### config.mk
export PLATFORM = sky130hd
export DESIGN_NAME = srt_div_sequencer
export DESIGN_NICKNAME = d
export VERILOG_FILES = /design/src/rtl/srt_div_sequencer.sv
export SDC_FILE = /design/constraint.sdc
export NUM_CORES = 1
export LEC_CHECK = 0
export CAP_MARGIN = 10
export CORE_MARGIN = 2
export CORE_UTILIZATION = 45
export CTS_CLUSTER_DIAMETER = 120
export DETAILED_ROUTE_END_ITERATION = 10
export GPL_TIMING_DRIVEN = 0
export PLACE_DENSITY = 0.86
export RECOVER_POWER = 25
export SLEW_MARGIN = 20
export SYNTH_ARGS = -nofsm -noshare
export SYNTH_HDL_FRONTEND = slang
export SYNTH_SLANG_ARGS = --single-unit
export TNS_END_PERCENT = 10
### constraint.sdc
create_clock -name clk -period 8 [get_ports clk]
set_clock_uncertainty 0.15 [all_clocks]
set_input_delay 2.4 -clock clk [delete_from_list [all_inputs] [get_ports clk]]
set_output_delay 2.4 -clock clk [all_outputs]
set_load 0.02 [all_outputs]
### src/rtl/srt_div_sequencer.sv
// ---------------------------------------------------------------------------
// srt_div_sequencer
//
// Control and handshake wrapper for the FP32 radix-4 SRT divider datapath.
// It accepts one operand pair on a valid/ready handshake and screens it for
// IEEE-754 special cases. Those are answered directly with a canned result.
// Ordinary pairs are handed to the datapath: one load strobe, then exactly
// ITERATIONS radix-4 steps, then one settle cycle. After that the
// post-processed quotient is captured and held until the consumer takes it.
//
// Ports:
//   clk, rst                 clock (rising edge), async active-high reset
//   in_valid / in_ready      operand handshake; ready only while idle
//   dividend, divisor        FP32 operands
//   dp_dividend, dp_divisor  registered operands presented to the datapath
//   dp_load                  one-cycle datapath initialisation strobe
//   dp_iter_en               datapath performs one radix-4 step this cycle
//   dp_quotient              post-processed quotient from the datapath
//   out_valid / out_ready    result handshake
//   quotient                 registered result
//   div_by_zero, invalid     result flags, qualified by out_valid
//   busy                     sequencer is not idle
// ---------------------------------------------------------------------------
module srt_div_sequencer #(
  parameter int ITERATIONS = 13,
  parameter int CNT_W      = 4
) (
  input  logic        clk,
  input  logic        rst,
  input  logic        in_valid,
  output logic        in_ready,
  input  logic [31:0] dividend,
  input  logic [31:0] divisor,
  output logic [31:0] dp_dividend,
  output logic [31:0] dp_divisor,
  output logic        dp_load,
  output logic        dp_iter_en,
  input  logic [31:0] dp_quotient,
  output logic        out_valid,
  input  logic        out_ready,
  output logic [31:0] quotient,
  output logic        div_by_zero,
  output logic        invalid,
  output logic        busy
);

  typedef enum logic [2:0] {
    IDLE,
    LOAD,
    ITER,
    POST,
    DONE
  } state_t;

  localparam logic [CNT_W-1:0] LAST_CNT = CNT_W'(ITERATIONS - 1);
  localparam logic [CNT_W-1:0] CNT_ONE  = CNT_W'(1);

  state_t            state_q;
  logic [CNT_W-1:0]  cnt_q;
  logic [31:0]       dp_dividend_q;
  logic [31:0]       dp_divisor_q;
  logic              dp_load_q;
  logic              dp_iter_en_q;
  logic [31:0]       quotient_q;
  logic              out_valid_q;
  logic              div_by_zero_q;
  logic              invalid_q;

  // Operand field decode for classification
  logic       a_exp_max, b_exp_max, a_exp_zero, b_exp_zero;
  logic       a_man_zero, b_man_zero;
  logic       a_nan, b_nan, a_inf, b_inf, a_zero, b_zero;
  logic       sign_x;

  assign a_exp_max  = (dividend[30:23] == 8'hFF);
  assign b_exp_max  = (divisor[30:23]  == 8'hFF);
  assign a_exp_zero = (dividend[30:23] == 8'h00);
  assign b_exp_zero = (divisor[30:23]  == 8'h00);
  assign a_man_zero = (dividend[22:0]  == 23'h0);
  assign b_man_zero = (divisor[22:0]   == 23'h0);
  assign a_nan      = a_exp_max  & ~a_man_zero;
  assign b_nan      = b_exp_max  & ~b_man_zero;
  assign a_inf      = a_exp_max  &  a_man_zero;
  assign b_inf      = b_exp_max  &  b_man_zero;
  // Subnormals are deliberately not zero: the normalizer handles them
  assign a_zero     = a_exp_zero &  a_man_zero;
  assign b_zero     = b_exp_zero &  b_man_zero;
  assign sign_x     = dividend[31] ^ divisor[31];

  logic        special_d;
  logic [31:0] spec_quotient_d;
  logic        spec_dbz_d;
  logic        spec_inv_d;

  // Special-case screening in priority order. Each branch relies on the
  // earlier ones having removed NaNs, 0/0 and inf/inf, so e.g. "aInf" in the
  // third branch implies a finite divisor (which includes inf/0).
  always_comb begin
    special_d       = 1'b1;
    spec_quotient_d = 32'h0;
    spec_dbz_d      = 1'b0;
    spec_inv_d      = 1'b0;
    if (a_nan || b_nan || (a_zero && b_zero) || (a_inf && b_inf)) begin
      spec_quotient_d = 32'h7FC0_0000;
      spec_inv_d      = 1'b1;
    end else if (!a_inf && !a_zero && b_zero) begin
      spec_quotient_d = {sign_x, 8'hFF, 23'h0};
      spec_dbz_d      = 1'b1;
    end else if (a_inf) begin
      spec_quotient_d = {sign_x, 8'hFF, 23'h0};
    end else if (a_zero || b_inf) begin
      spec_quotient_d = {sign_x, 31'h0};
    end else begin
      special_d       = 1'b0;
    end
  end

  // Sequencer FSM with all datapath strobes and result fields registered.
  // The counter holds at ITERATIONS-1 on the way out of ITER so it can
  // never wrap, and is re-zeroed in LOAD for the next divide.
  always_ff @(posedge clk or posedge rst) begin
    if (rst) begin
      state_q       <= IDLE;
      cnt_q         <= '0;
      dp_dividend_q <= 32'h0;
      dp_divisor_q  <= 32'h0;
      dp_load_q     <= 1'b0;
      dp_iter_en_q  <= 1'b0;
      quotient_q    <= 32'h0;
      out_valid_q   <= 1'b0;
      div_by_zero_q <= 1'b0;
      invalid_q     <= 1'b0;
    end else begin
      case (state_q)
        IDLE: begin
          if (in_valid) begin
            dp_dividend_q <= dividend;
            dp_divisor_q  <= divisor;
            if (special_d) begin
              quotient_q    <= spec_quotient_d;
              div_by_zero_q <= spec_dbz_d;
              invalid_q     <= spec_inv_d;
              out_valid_q   <= 1'b1;
              state_q       <= DONE;
            end else begin
              dp_load_q     <= 1'b1;
              state_q       <= LOAD;
            end
          end
        end
        LOAD: begin
          dp_load_q    <= 1'b0;
          cnt_q        <= '0;
          dp_iter_en_q <= 1'b1;
          state_q      <= ITER;
        end
        ITER: begin
          if (cnt_q == LAST_CNT) begin
            dp_iter_en_q <= 1'b0;
            state_q      <= POST;
          end else begin
            cnt_q        <= cnt_q + CNT_ONE;
          end
        end
        POST: begin
          quotient_q    <= dp_quotient;
          div_by_zero_q <= 1'b0;
          invalid_q     <= 1'b0;
          out_valid_q   <= 1'b1;
          state_q       <= DONE;
        end
        DONE: begin
          if (out_ready) begin
            out_valid_q <= 1'b0;
            state_q     <= IDLE;
          end
        end
        default: begin
          state_q <= IDLE;
        end
      endcase
    end
  end

  assign in_ready    = (state_q == IDLE);
  assign busy        = (state_q != IDLE);
  assign dp_dividend = dp_dividend_q;
  assign dp_divisor  = dp_divisor_q;
  assign dp_load     = dp_load_q;
  assign dp_iter_en  = dp_iter_en_q;
  assign quotient    = quotient_q;
  assign out_valid   = out_valid_q;
  assign div_by_zero = div_by_zero_q;
  assign invalid     = invalid_q;

endmodule

After elaboration in Yosys (flattened, before gate mapping)
Index checks and enable logic that the tools add are counted.

operators by class
  add/sub/neg operators = 1
  eq/ne operators = 13
  multiplexer cells = 36
  bitwise logic cells = 9
  reduce and logical (&&, ||, !) cells = 27

operator list
  kind                   number
  $mux W32               6
  $pmux W32 S2           1
  $logic_not A23 Y1      2
  $mux W1                17
  $eq A8 B8 Y1 const B   2
  $logic_not A8 Y1       2
  $pmux W3 S5            1
  $mux W3                4
  $ne A2 B2 Y1 const B   5
  $reduce_and A3 Y1      3
  $pmux W1 S2            4
  $pmux W4 S2            1
  $and A1 B1 Y1          6
  $eq A3 B2 Y1 const B   2
  $reduce_and A2 Y1      3
  $reduce_bool A2 Y1     3
  $reduce_bool A3 Y1     2
  $add A4 B1 Y4 const B  1
  $eq A4 B4 Y1 const B   1
  $logic_and A1 B1 Y1    4
  $logic_or A1 B1 Y1     4
  $mux W4                1
  $reduce_and A4 Y1      1
  $eq A3 B1 Y1 const B   1
  7 further kinds        9

storage, ports and cells
  register bits after elaboration = 108
  output and inout port bits = 103

Logic depth before layout (Yosys ltp)
  depth after elaboration = 10
  depth in mapped cells = 9
  mapped depth without buffers = 7

Worst setup path before layout
Ideal clock, no wire load.

  path type = input port to flip-flop
  start = in divisor[16]
  end = reg quotient_q[31] (netlist: quotient[31])
  library setup time = 66 ps
  data arrival time = 3,877 ps
  required time = 7,784 ps
  path slack = 3,907 ps
  stages on the path = 6
  path buffers = 0
  cell sequence = nor4_1 nand4_1 or2_1 a221o_1 o41ai_2 mux2_1

on the way
  cells in the longest elaborated chain, start to end = 10
  elaborated cells on any way between the ends = 25
  classes of those cells = eq/ne (1); mux (11); bitwise (4); reduce/logical (9)

ends and longest elaborated chain
  element                                              RTL line  source
  from (decl)                                          33        input logic [31:0] divisor,
  $logic_not A23 Y1 *                                  80        assign b_man_zero = (divisor[22:0] == 23'h0);
  $and A1 B1 Y1 or $not A1 Y1 (tied branches)          84, 82
  $logic_or A1 B1 Y1 or $and A1 B1 Y1 (tied branches)  111, 82
  $mux W32 or $logic_or A1 B1 Y1 (tied branches)       111, 103
  $mux W32 or $logic_or A1 B1 Y1 (tied branches)       109, 103
  $mux W32 or $logic_or A1 B1 Y1 (tied branches)       106, 103
  $mux W32                                             103       if (a_nan || b_nan || (a_zero && b_zero) || (a_inf && b_inf)) begin
  $mux W32                                             139       if (special_d) begin
  $mux W32                                             136       if (in_valid) begin
  $pmux W32 S2                                         134       case (state_q)
  to (signal assigned)                                 140       quotient_q <= spec_quotient_d;
  to (signal assigned)                                 166       quotient_q <= dp_quotient;
  to (decl)                                            64        logic [31:0] quotient_q;

Mark *: on every way between the ends. The rest lies on a longest branch, timed or not. The select of a mux whose other input is x is not followed.
A chain may end at the register's enable or synchronous reset.

Worst setup path after layout
  start = reg state_q[0]
  end = out in_ready

on the way
  cells in the longest elaborated chain, start to end = 1

ends and longest elaborated chain
  element                 RTL line  source
  from (decl)             58        state_t state_q;
  from (signal assigned)  123       state_q <= IDLE;
  from (signal assigned)  144       state_q <= DONE;
  from (signal assigned)  147       state_q <= LOAD;
  $logic_not A3 Y1        185       assign in_ready = (state_q == IDLE);
  to (decl)               31        output logic in_ready,

No other way between the ends.

==> flow_summary.ini <==
[synth]
synth-seq-area-share = 0.607
ys_top_cells_by_area = sky130_fd_sc_hd__dfrtp_1 (61%), sky130_fd_sc_hd__mux2_2 (16%), sky130_fd_sc_hd__a22o_1 (4.3%)
post-synth-top-count-cell = sky130_fd_sc_hd__dfrtp_1
synth_edf_count = 0
yosysWarnings = 0
yosys_most_used_dff = sky130_fd_sc_hd__dfrtp_1
post_synth_inst_count = 334
synth.distinct_cells = 39
ys_seq_elements = 108
mappedNetlistArea_um2 = 4450
synth.net_count = 436
synthDominantAreaCellType = sky130_fd_sc_hd__dfrtp_1
yosys-top-cells-count = sky130_fd_sc_hd__dfrtp_1 (108), sky130_fd_sc_hd__mux2_2 (65), sky130_fd_sc_hd__nand2_1 (24), sky130_fd_sc_hd__a22o_1 (22), sky130_fd_sc_hd__nor2_1 (15)
ys_async_sr_fraction = 1.00
synth.avg_cell_area_um2 = 13.3
synth_top_area_frac = 0.607

[global_routing]
initial_antenna_violation_count = 0
grt_pass1_vias = 3760
grtUsageTotal = 0.232
grt_pass1_wl_um = 18800
globalRoute.totalOverflow = 0
grt_busiest_layer = met2
groute.layer.met3.usage = 0.0746
global_route.usage.met2 = 0.389
grt_max_degree = 66
grt.met1_usage = 0.275

[setup_path]
timing.critical_path.to_type = primary output
critPathSlowestCell = sky130_fd_sc_hd__clkdlybuf4s50_1
crit_path_cell_trace = clkbuf_1 -> nor3_2 -> clkdlybuf4s50_1
critical_path_class = reg -> out
critPathBufInv = 2
worst_setup_path_start_kind = flip-flop
crit_path_max_fanout = 10
rrSetupSlack_ps = 5530
crit_arrival_ps = 2040
timing.critical_path.required_ps = 5450
critPathMaxStageDelay_ps = 690
worstRegToRegCells = 8
worst_r2r_startpoint = state_q[0]
timing.critical_path.max_delay_family = buffers and inverters
r2r-end = quotient[29]

[cts]
post_cts_hold_buffer_count = 0
cts.reportedPaths.clkPinSlew_ps = 90
cts-root-to-sink-buffers = 2
clock_sinks = 108
clock_latency_late_sink_ps = 370
cts-htree-levels = 3
post_cts.repair.setup_buffers = 0
clock_root_cell = sky130_fd_sc_hd__clkbuf_8
cts_buffer_count = 9
post_cts.resized_instances = 0
tritoncts = built

[timing]
final_period_minus_worst_setup_slack_ps = 4590
worst_slew_pin_tran_ps = 1990
max_slew_margin = -0.334
maxSlewViolCount = 44
setup_viol = 0
final_min_period_over_clock_period = 0.574
fin_tns_setup_ps = 0
grt_setup_unrepaired = false
clock.fmax_mhz = 218
finalHoldViolations = 0

[run_status]
run_status = complete, but fails checks
violations_in_the_final_reports = capacitance limit, slew limit

[final_layout]
antennaDiodeCount = 0
n_fill_cell = 682
share_of_layout_cells_above_drive_strength_1 = 0.181
layout-area-overhead-vs-synth_pct = 54.1
multi_input_area_um2 = 1640
final-seq-area_um2 = 2700
nNetsFinal = 650

[min_path]
hold_depth = 2
min_delay_path_class = reg -> reg
hold_path.startpoint = div_by_zero
holdPathEnd = div_by_zero

[placement]
dp.final_hpwl_um = 9410
finalWeightedCongestion = 0.835
port-buffer-count = 202

[floorplanning]
die_x_um = 103
floorplan.rows = 36
floorplan.core_area_um2 = 9680
chipHeight_um = 103
top_level_ports = 203
initial_standard_cell_utilization_of_the_core = 0.460
die_ar_um2 = 10700

[routing]
remaining_antenna_violation_count_after_routing = 0
postRouteWirelength_um = 12100
detail_route.vias_per_cell = 5.18
route.detailed.wl_per_inst_um = 17.6
route.vias.total = 3551
post-route-drc-count = 0
drt_first_pass_iters = 4
drt-initial-drc-count = 86

[power]
design_power_total_mw = 2.70
vdd_ir_drop_max_v = 0.000229
leakage_nw = 2.85
p_per_area_nw_per_um2 = 394

[run]
timing.max_cap.violations = 1
[area by class of cell]
cell class	instances	share of cell area
Sequential cell	108	0.394
Tap cell	133	0.0243
Multi-Input combinational cell	202	0.239
Buffer	19	0.0128
Clock inverter	5	0.00894
Clock buffer	11	0.0192
Timing Repair Buffer	203	0.299
Inverter	5	0.00292
[worst reg2reg max path, stage by stage, from the launching register on]
cell	delay, ps
sky130_fd_sc_hd__dfrtp_1	370
sky130_fd_sc_hd__clkbuf_1	220
sky130_fd_sc_hd__nor3_2	390
sky130_fd_sc_hd__o311ai_1	170
sky130_fd_sc_hd__o31ai_1	370
sky130_fd_sc_hd__buf_2	290
sky130_fd_sc_hd__buf_2	250
sky130_fd_sc_hd__a22oi_1	110
sky130_fd_sc_hd__nand2_1	90
[layout by cell type, fill, tap and decap left out, types with 3 or more instances in the layout]
cell type / n
sky130_fd_sc_hd__a21oi_1: 5
sky130_fd_sc_hd__a22o_1: 22
sky130_fd_sc_hd__a22oi_1: 9
sky130_fd_sc_hd__buf_2: 10
sky130_fd_sc_hd__clkbuf_1: 10
sky130_fd_sc_hd__clkbuf_8: 9
sky130_fd_sc_hd__clkdlybuf4s50_1: 201
sky130_fd_sc_hd__dfrtp_1: 108
sky130_fd_sc_hd__inv_1: 4
sky130_fd_sc_hd__mux2_2: 65
sky130_fd_sc_hd__nand2_1: 24
sky130_fd_sc_hd__nand4_1: 8
sky130_fd_sc_hd__nor2_1: 15
sky130_fd_sc_hd__nor3_1: 3
sky130_fd_sc_hd__nor4_1: 11
sky130_fd_sc_hd__nor4_2: 4
sky130_fd_sc_hd__o31ai_1: 3
[per-layer routing]
layer	up-vias	part of all wire	wire [um]
li1	1644	-	-
met1	1753	0.39	4700
met2	131	0.50	6050
met3	23	0.086	1040
met4	0	0.025	301
met5	-	0	0
[logic make-up (layout without fill, tap and decap cells)]
| kind of cell | after synthesis | after routing | share of synthesized area |
|---|---|---|---|
| AOI/OAI and AO/OA | 50 | 50 | 0.0897 |
| xor gates and xnor gates | 4 | 4 | 0.00787 |
| adders and majority gates | 2 | 2 | 0.00562 |
| buffers and inverters | 24 | 243 | 0.0239 |
| DFF | 108 | 108 | 0.607 |
| muxes | 68 | 68 | 0.171 |
| and+or+nand+nor | 78 | 78 | 0.0942 |
[stage by stage]
step / utilization / std cells / area (um2) / worst slack [ps] / hold slack (ps)
floorplan: - / 334 / 4450 / 2600 / 375
CTS: 0.709 / 686 / 6860 / 3390 / 350
detailed placement: 0.689 / 670 / 6670 / 2990 / 328
finish: 0.708 / 686 / 6860 / 3410 / 347
global placement: 0.686 / 669 / 6640 / 1150 / 316
global route: 0.708 / 686 / 6860 / 3200 / 374
[state kept, by name, indices dropped and copies added (netlist names)]
signal,count
out_valid,1
quotient,32
dp_dividend,32
dp_iter_en,1
dp_load,1
div_by_zero,1
invalid,1
dp_divisor,32
state_q,3
cnt_q,4
[power by group]
group          leakage (nW)  switching, mW  internal [mW]  total (mW)
Sequential             1.33          0.139          0.802       0.941
Combinational          1.42          0.689          0.738        1.43
Clock                0.0979          0.185          0.147       0.332
[worst max path at each step]
| stage | from | endpoint | depth (start not counted) |
|---|---|---|---|
| 6_report | state_q[0] | in_ready | 3 |
| 5_1_grt | dividend[12] | quotient[29] | 9 |
| 4_1_cts | divisor[16] | quotient[29] | 9 |
| 3_5_place_dp | divisor[16] | quotient[29] | 9 |
| 3_3_place_gp | rst | dp_divisor[15] | 2 |
| 2_1_floorplan | rst | cnt_q[0] | 1 |
(Power assumes the default switching activity.)
